### config.mk
export PLATFORM = sky130hd
export DESIGN_NAME = cr_ahbl_req_arb
export DESIGN_NICKNAME = d
export VERILOG_FILES = /design/src/rtl/cr_ahbl_arb_pkg.sv /design/src/rtl/cr_ahbl_arb_sel.sv /design/src/rtl/cr_ahbl_req_arb.sv
export SDC_FILE = /design/constraint.sdc
export NUM_CORES = 1
export LEC_CHECK = 0
export ABC_AREA = 1
export ABC_CLOCK_PERIOD_IN_PS = 2000
export BUFFER_PORTS_ARGS = -buffer_cell sky130_fd_sc_hd__buf_2
export CORE_AREA = 10 10 92 94
export DETAILED_ROUTE_END_ITERATION = 7
export DIE_AREA = 0 0 102 104
export GPL_ROUTABILITY_DRIVEN = 0
export PLACE_DENSITY = 0.67
export REMOVE_ABC_BUFFERS = 1
export SYNTH_ARGS = -nofsm -noshare
export SYNTH_HDL_FRONTEND = slang
export SYNTH_HIERARCHICAL = 1
export SYNTH_SLANG_ARGS = --single-unit
### constraint.sdc
create_clock -name ahbl_gated_clk -period 2 [get_ports ahbl_gated_clk]
set_input_delay 0.2 -clock ahbl_gated_clk [delete_from_list [all_inputs] [get_ports ahbl_gated_clk]]
set_output_delay 0.2 -clock ahbl_gated_clk [all_outputs]
set_load 0.01 [all_outputs]
### src/rtl/cr_ahbl_arb_pkg.sv
// cr_ahbl_arb_pkg: shared types and constants for the CPU-side AHB-Lite
// request arbiter (cr_ahbl_req_arb) and its selector (cr_ahbl_arb_sel).
//   mst_e          : master encoding (ifu / lsu)
//   IFU_SIZE       : fixed transfer size used for instruction fetches (word)
//   STREAK_MAX_DEF : default lsu grant streak allowed before ifu is forced
//                    ahead (fair mode, macro CR_AHBL_ARB_FAIR_EN)
package cr_ahbl_arb_pkg;

  typedef enum logic {
    MST_IFU = 1'b0,
    MST_LSU = 1'b1
  } mst_e;

  localparam logic [1:0]  IFU_SIZE       = 2'b10;
  localparam int unsigned STREAK_MAX_DEF = 4;

endpackage

### src/rtl/cr_ahbl_arb_sel.sv
// cr_ahbl_arb_sel: combinational master selector for cr_ahbl_req_arb.
// Ports:
//   ifu_req, lsu_req : requests from fetch and load/store units
//   aowner_vld       : an address phase is locked waiting for grant
//   aowner           : master owning the locked address phase
//   ifu_force        : anti-starvation override (tie low when unused)
//   sel              : selected master
//   sel_req          : request of the selected master (drives cpu_req)
module cr_ahbl_arb_sel
  import cr_ahbl_arb_pkg::*;
(
  input  logic ifu_req,
  input  logic lsu_req,
  input  logic aowner_vld,
  input  mst_e aowner,
  input  logic ifu_force,
  output mst_e sel,
  output logic sel_req
);

  always_comb begin
    sel = MST_IFU;
    if (aowner_vld) begin
      // A stalled address phase must stay stable until granted or aborted.
      sel = aowner;
    end else if (lsu_req && !(ifu_force && ifu_req)) begin
      sel = MST_LSU;
    end
    sel_req = (sel == MST_LSU) ? lsu_req : ifu_req;
  end

endmodule

### src/rtl/cr_ahbl_req_arb.sv
// cr_ahbl_req_arb: two-master (ifu, lsu) arbiter in front of the single
// CPU-side AHB-Lite request port. Tracks address-phase ownership (locked
// while the bus stalls) separately from data-phase ownership (routes
// completion, read-data-valid and error). One address phase may overlap
// one data phase.
// Optional feature: define CR_AHBL_ARB_FAIR_EN to add the lsu streak
// counter that forces ifu ahead after STREAK_MAX consecutive lsu grants
// while ifu waits. Without it, lsu has strict priority.
// Ports:
//   ahbl_gated_clk, cpurst_b        : clock, async active-low reset
//   ifu_* inputs / lsu_* inputs     : master requests and attributes
//   ifu_/lsu_ grnt,cmplt,data_vld,acc_err : per-master responses
//   arb_rdata                       : shared read data
//   cpu_* outputs                   : downstream request port
//   cpu_req_grnt, cpu_trans_cmplt, cpu_data_vld, cpu_acc_err, cpu_rdata
//                                   : downstream response
//   arb_busy                        : any phase outstanding
module cr_ahbl_req_arb
  import cr_ahbl_arb_pkg::*;
#(
  parameter int unsigned STREAK_MAX = STREAK_MAX_DEF,
  parameter int unsigned CNT_W      = 3
) (
  input  logic        ahbl_gated_clk,
  input  logic        cpurst_b,
  input  logic        ifu_req,
  input  logic [31:0] ifu_addr,
  input  logic [3:0]  ifu_prot,
  output logic        ifu_grnt,
  output logic        ifu_cmplt,
  output logic        ifu_data_vld,
  output logic        ifu_acc_err,
  input  logic        lsu_req,
  input  logic [31:0] lsu_addr,
  input  logic        lsu_write,
  input  logic [1:0]  lsu_size,
  input  logic [3:0]  lsu_prot,
  input  logic [31:0] lsu_wdata,
  output logic        lsu_grnt,
  output logic        lsu_cmplt,
  output logic        lsu_data_vld,
  output logic        lsu_acc_err,
  output logic [31:0] arb_rdata,
  output logic        cpu_req,
  output logic [31:0] cpu_addr,
  output logic        cpu_write,
  output logic [1:0]  cpu_size,
  output logic [3:0]  cpu_prot,
  output logic [31:0] cpu_wr_data,
  input  logic        cpu_req_grnt,
  input  logic        cpu_trans_cmplt,
  input  logic        cpu_data_vld,
  input  logic        cpu_acc_err,
  input  logic [31:0] cpu_rdata,
  output logic        arb_busy
);

  if (CNT_W < 1 || (2 ** CNT_W) <= STREAK_MAX) begin : g_bad_cfg
    $error("cr_ahbl_req_arb: CNT_W too narrow for STREAK_MAX");
  end

  logic aowner_vld;
  mst_e aowner;
  logic downer_vld;
  mst_e downer;
  mst_e sel;
  logic sel_req;
  logic ifu_force;
  logic grnt_any;
  logic ifu_dph;
  logic lsu_dph;

  cr_ahbl_arb_sel u_sel (
    .ifu_req    (ifu_req),
    .lsu_req    (lsu_req),
    .aowner_vld (aowner_vld),
    .aowner     (aowner),
    .ifu_force  (ifu_force),
    .sel        (sel),
    .sel_req    (sel_req)
  );

  assign grnt_any = cpu_req_grnt & sel_req & cpurst_b;
  assign ifu_grnt = grnt_any & (sel == MST_IFU);
  assign lsu_grnt = grnt_any & (sel == MST_LSU);

`ifdef CR_AHBL_ARB_FAIR_EN
  localparam logic [CNT_W-1:0] STREAK_LIM = CNT_W'(STREAK_MAX);

  logic [CNT_W-1:0] streak_cnt;

  assign ifu_force = (streak_cnt == STREAK_LIM);

  always_ff @(posedge ahbl_gated_clk or negedge cpurst_b) begin
    if (!cpurst_b) begin
      streak_cnt <= '0;
    end else if (!ifu_req || ifu_grnt) begin
      streak_cnt <= '0;
    end else if (lsu_grnt && (streak_cnt != STREAK_LIM)) begin
      streak_cnt <= streak_cnt + 1'b1;
    end
  end
`else
  assign ifu_force = 1'b0;
`endif

  // Address-phase lock: set on an ungranted request, cleared on grant or
  // when the locked master withdraws its request (sel_req drops).
  always_ff @(posedge ahbl_gated_clk or negedge cpurst_b) begin
    if (!cpurst_b) begin
      aowner_vld <= 1'b0;
      aowner     <= MST_IFU;
    end else begin
      aowner_vld <= sel_req & ~cpu_req_grnt;
      if (sel_req) begin
        aowner <= sel;
      end
    end
  end

  // Data-phase owner: a grant in the completing cycle simply overwrites.
  always_ff @(posedge ahbl_gated_clk or negedge cpurst_b) begin
    if (!cpurst_b) begin
      downer_vld <= 1'b0;
      downer     <= MST_IFU;
    end else if (grnt_any) begin
      downer_vld <= 1'b1;
      downer     <= sel;
    end else if (cpu_trans_cmplt) begin
      downer_vld <= 1'b0;
    end
  end

  always_comb begin
    cpu_req  = sel_req & cpurst_b;
    cpu_addr = '0;
    cpu_write = 1'b0;
    cpu_size = '0;
    cpu_prot = '0;
    if (cpurst_b) begin
      if (sel == MST_LSU) begin
        cpu_addr  = lsu_addr;
        cpu_write = lsu_write;
        cpu_size  = lsu_size;
        cpu_prot  = lsu_prot;
      end else begin
        cpu_addr  = ifu_addr;
        cpu_write = 1'b0;
        cpu_size  = IFU_SIZE;
        cpu_prot  = ifu_prot;
      end
    end
  end

  assign cpu_wr_data = (downer == MST_LSU) ? lsu_wdata : '0;

  assign ifu_dph = downer_vld & (downer == MST_IFU);
  assign lsu_dph = downer_vld & (downer == MST_LSU);

  assign ifu_cmplt    = cpu_trans_cmplt & ifu_dph;
  assign ifu_data_vld = cpu_data_vld    & ifu_dph;
  assign ifu_acc_err  = cpu_acc_err     & ifu_dph;
  assign lsu_cmplt    = cpu_trans_cmplt & lsu_dph;
  assign lsu_data_vld = cpu_data_vld    & lsu_dph;
  assign lsu_acc_err  = cpu_acc_err     & lsu_dph;

  assign arb_rdata = cpurst_b ? cpu_rdata : '0;
  assign arb_busy  = aowner_vld | downer_vld;

endmodule
==> flow_summary.json <==
{
  "status": "completed",
  "design_area_um2": 2740,
  "cp-end-kind": "output pin",
  "vdd_drop_max_mv": 0.141,
  "hpwl_um": 8290,
  "worstPathArrival_ns": 1.61,
  "worstHoldStart": "cpu_req_grnt",
  "routedWlPerCell_um": 14.7,
  "clkLatencyLatePin_ns": 0.21,
  "yosysSeqAreaShare_pct": 7.37,
  "fin_nets": 699,
  "leakagePower_uw": 0.00222,
  "synth-async-reset-ratio_pct": 100,
  "antenna_found_initial": 1,
  "yosysTopAreaCellShare_pct": 20.7,
  "max_freq_ghz": 0.552,
  "synth_area_leaders": "nand2_1 21%, nor2_1 20%, inv_1 20%",
  "dp_slack_ns": 0.308,
  "port-buffer-count": 259,
  "grtUsageTotal_pct": 16.6,
  "final_layout_size_suffix_gt1_share_pct": 51.1,
  "required_ns": 1.80,
  "grtUsageMet3_pct": 7.64,
  "dpl_cell_area_um2": 2690,
  "yosysTopAreaCell": "nand2_1",
  "drc_errors": 0,
  "setup_tns_ns": 0,
  "grt_pass1_vias": 2669,
  "synth-edff-count": 0,
  "synth_seq_cells": 4,
  "drt_iter0_drc": 47,
  "synth_area_um2": 1360,
  "final-max-slew-violation-count": 0,
  "design.portCount": 260,
  "cts_buffers": 3,
  "layout_min_cycle_time_ns": 1.81,
  "grt_pass1_wl_um": 14200,
  "rsz0062_at_grt": "false",
  "timing.rr.start": "aowner_vld$_DFF_PN0_",
  "r2r_slack_ns": 0.60,
  "grt_busiest_layer": "met2",
  "cp_max_fo": 18,
  "start_util_pct": 20.3,
  "syn_avg_cell_area_um2": 4.48,
  "postCtsHoldBufs": 0,
  "start_kind": "flip-flop",
  "ys_types": 17,
  "synth_ff_type": "dfrtp_1",
  "period_share_pct": 90.7,
  "die_h_um": 104,
  "finalHoldViolCount": 0,
  "firstDrtPassIters": 4,
  "cts_buffer_depth": 2,
  "hold_depth": 2,
  "die_w_um": 102,
  "r2r_cells": 9,
  "fp.coreArea_um2": 6680,
  "placedCellCount": 627,
  "htreeDepth": 1,
  "crit_type": "flip-flop to output pin",
  "cap_violations": 0,
  "worst_slack_ns": 0.187,
  "cts_tree": "built",
  "clock-sinks": 4,
  "globalRouteMet2Util_pct": 28.4,
  "yosysMostFrequentCell": "nand2_1",
  "root_buffer": "clkbuf_8",
  "syn_inst": 303,
  "power.density_nw_per_um2": 416,
  "hold-path-endpoint": "aowner_vld$_DFF_PN0_",
  "rows": 30,
  "netlist_top_cells_count": "75 x nand2_1, 74 x nor2_1, 73 x inv_1",
  "postRouteAntennaNets": 0,
  "grt_use_met1_pct": 16.5,
  "ys_warn_count": 6,
  "dieArea_um2": 10600,
  "grt-ovfl-total": 0,
  "clkTransAtPathRegs_ns": 0.03,
  "routed_wirelength_um": 9270,
  "hp-class": "primary input to flip-flop",
  "setup_viol": 0,
  "finalClockSkew_ns": 0.000149,
  "regToRegEndpoint": "downer$_DFFE_PN0P_",
  "dr_total_vias": 2564,
  "grt_max_degree": 43,
  "area_delta_synth_final_pct": 101,
  "finalNonFillerCells": 631,
  "vias_per_cell": 4.06
}
## sequential cells by signal, indices dropped and copies added (netlist names)
signal / flops
downer: 1
aowner_vld: 1
aowner: 1
downer_vld: 1
## layout make-up
| class | instances | area (um^2) |
|---|---|---|
| clock buffers | 3 | 41.3 |
| well taps | 80 | 100 |
| flip-flops and latches | 4 | 100 |
| fillers | 769 | 3950 |
| repair buffers | 264 | 1350 |
| multi-input cells | 205 | 861 |
| diodes | 1 | 2.50 |
| inverters | 74 | 280 |
## cells by family (layout without fill, tap and decap cells)
| kind of cell | count (synthesis) | after routing | synth area share, % |
|---|---|---|---|
| DFF | 4 | 4 | 7.37 |
| and+or+nand+nor | 166 | 166 | 49.1 |
| AOI/OAI and AO/OA | 38 | 38 | 14.0 |
| buffers and inverters | 94 | 341 | 29.2 |
| other | 1 | 2 | 0.276 |
## power breakdown
part	switching, uW	leakage, uW	internal (uW)
Combinational	511	0.00214	360
Sequential	7.19	0.0000517	95.5
Clock	36.3	0.0000216	128
Total	554	0.00222	583
## critical path: stages (launching register included)
cell,delay (ns)
dfrtp_1,0.37
inv_1,0.07
nand3_2,0.08
nand2_2,0.11
buf_6,0.17
nand2_1,0.06
nand2_1,0.13
nand3_1,0.14
nor2_1,0.12
buf_2,0.14
## metal layers
metal	up-vias	share of wire [%]
li1	1353	-
met1	1050	34
met2	143	51
met3	18	13
met4	0	2.8
met5	-	0
## cell usage in the layout, fill, tap and decap left out, drive strengths merged
cell type / instances
nor2: 84
inv: 74
nand3: 3
diode: 1
buf: 264
clkbuf: 3
o21ai: 38
nand4: 1
or2: 2
conb: 1
dfrtp: 4
nand2: 76
## how the worst max path moves through the flow
stage,to,start
final,ifu_grnt,aowner_vld$_DFF_PN0_
after global routing,ifu_grnt,aowner_vld$_DFF_PN0_
after CTS,cpu_addr[1],aowner_vld$_DFF_PN0_
after detailed placement,cpu_addr[1],aowner_vld$_DFF_PN0_
after global placement,cpu_addr[5],aowner_vld$_DFF_PN0_
after floorplan,cpu_addr[0],aowner_vld$_DFF_PN0_
## stage by stage
stage	power (uW)	hold slack, ns	util (%)
after global routing	1260	0.199	40.9
after floorplan	512	-0.0956	-
final	1140	0.182	40.9
after CTS	1150	0.177	40.8
after global placement	972	0.396	40.2
after detailed placement	981	0.402	40.2
## what timing repair did
item                                    4_1_cts  5_1_grt
gates resized for setup                       0        3
setup buffers                                 0        0
endpoints found under the setup margin        0       22
Power figures use the tool's default switching activity.
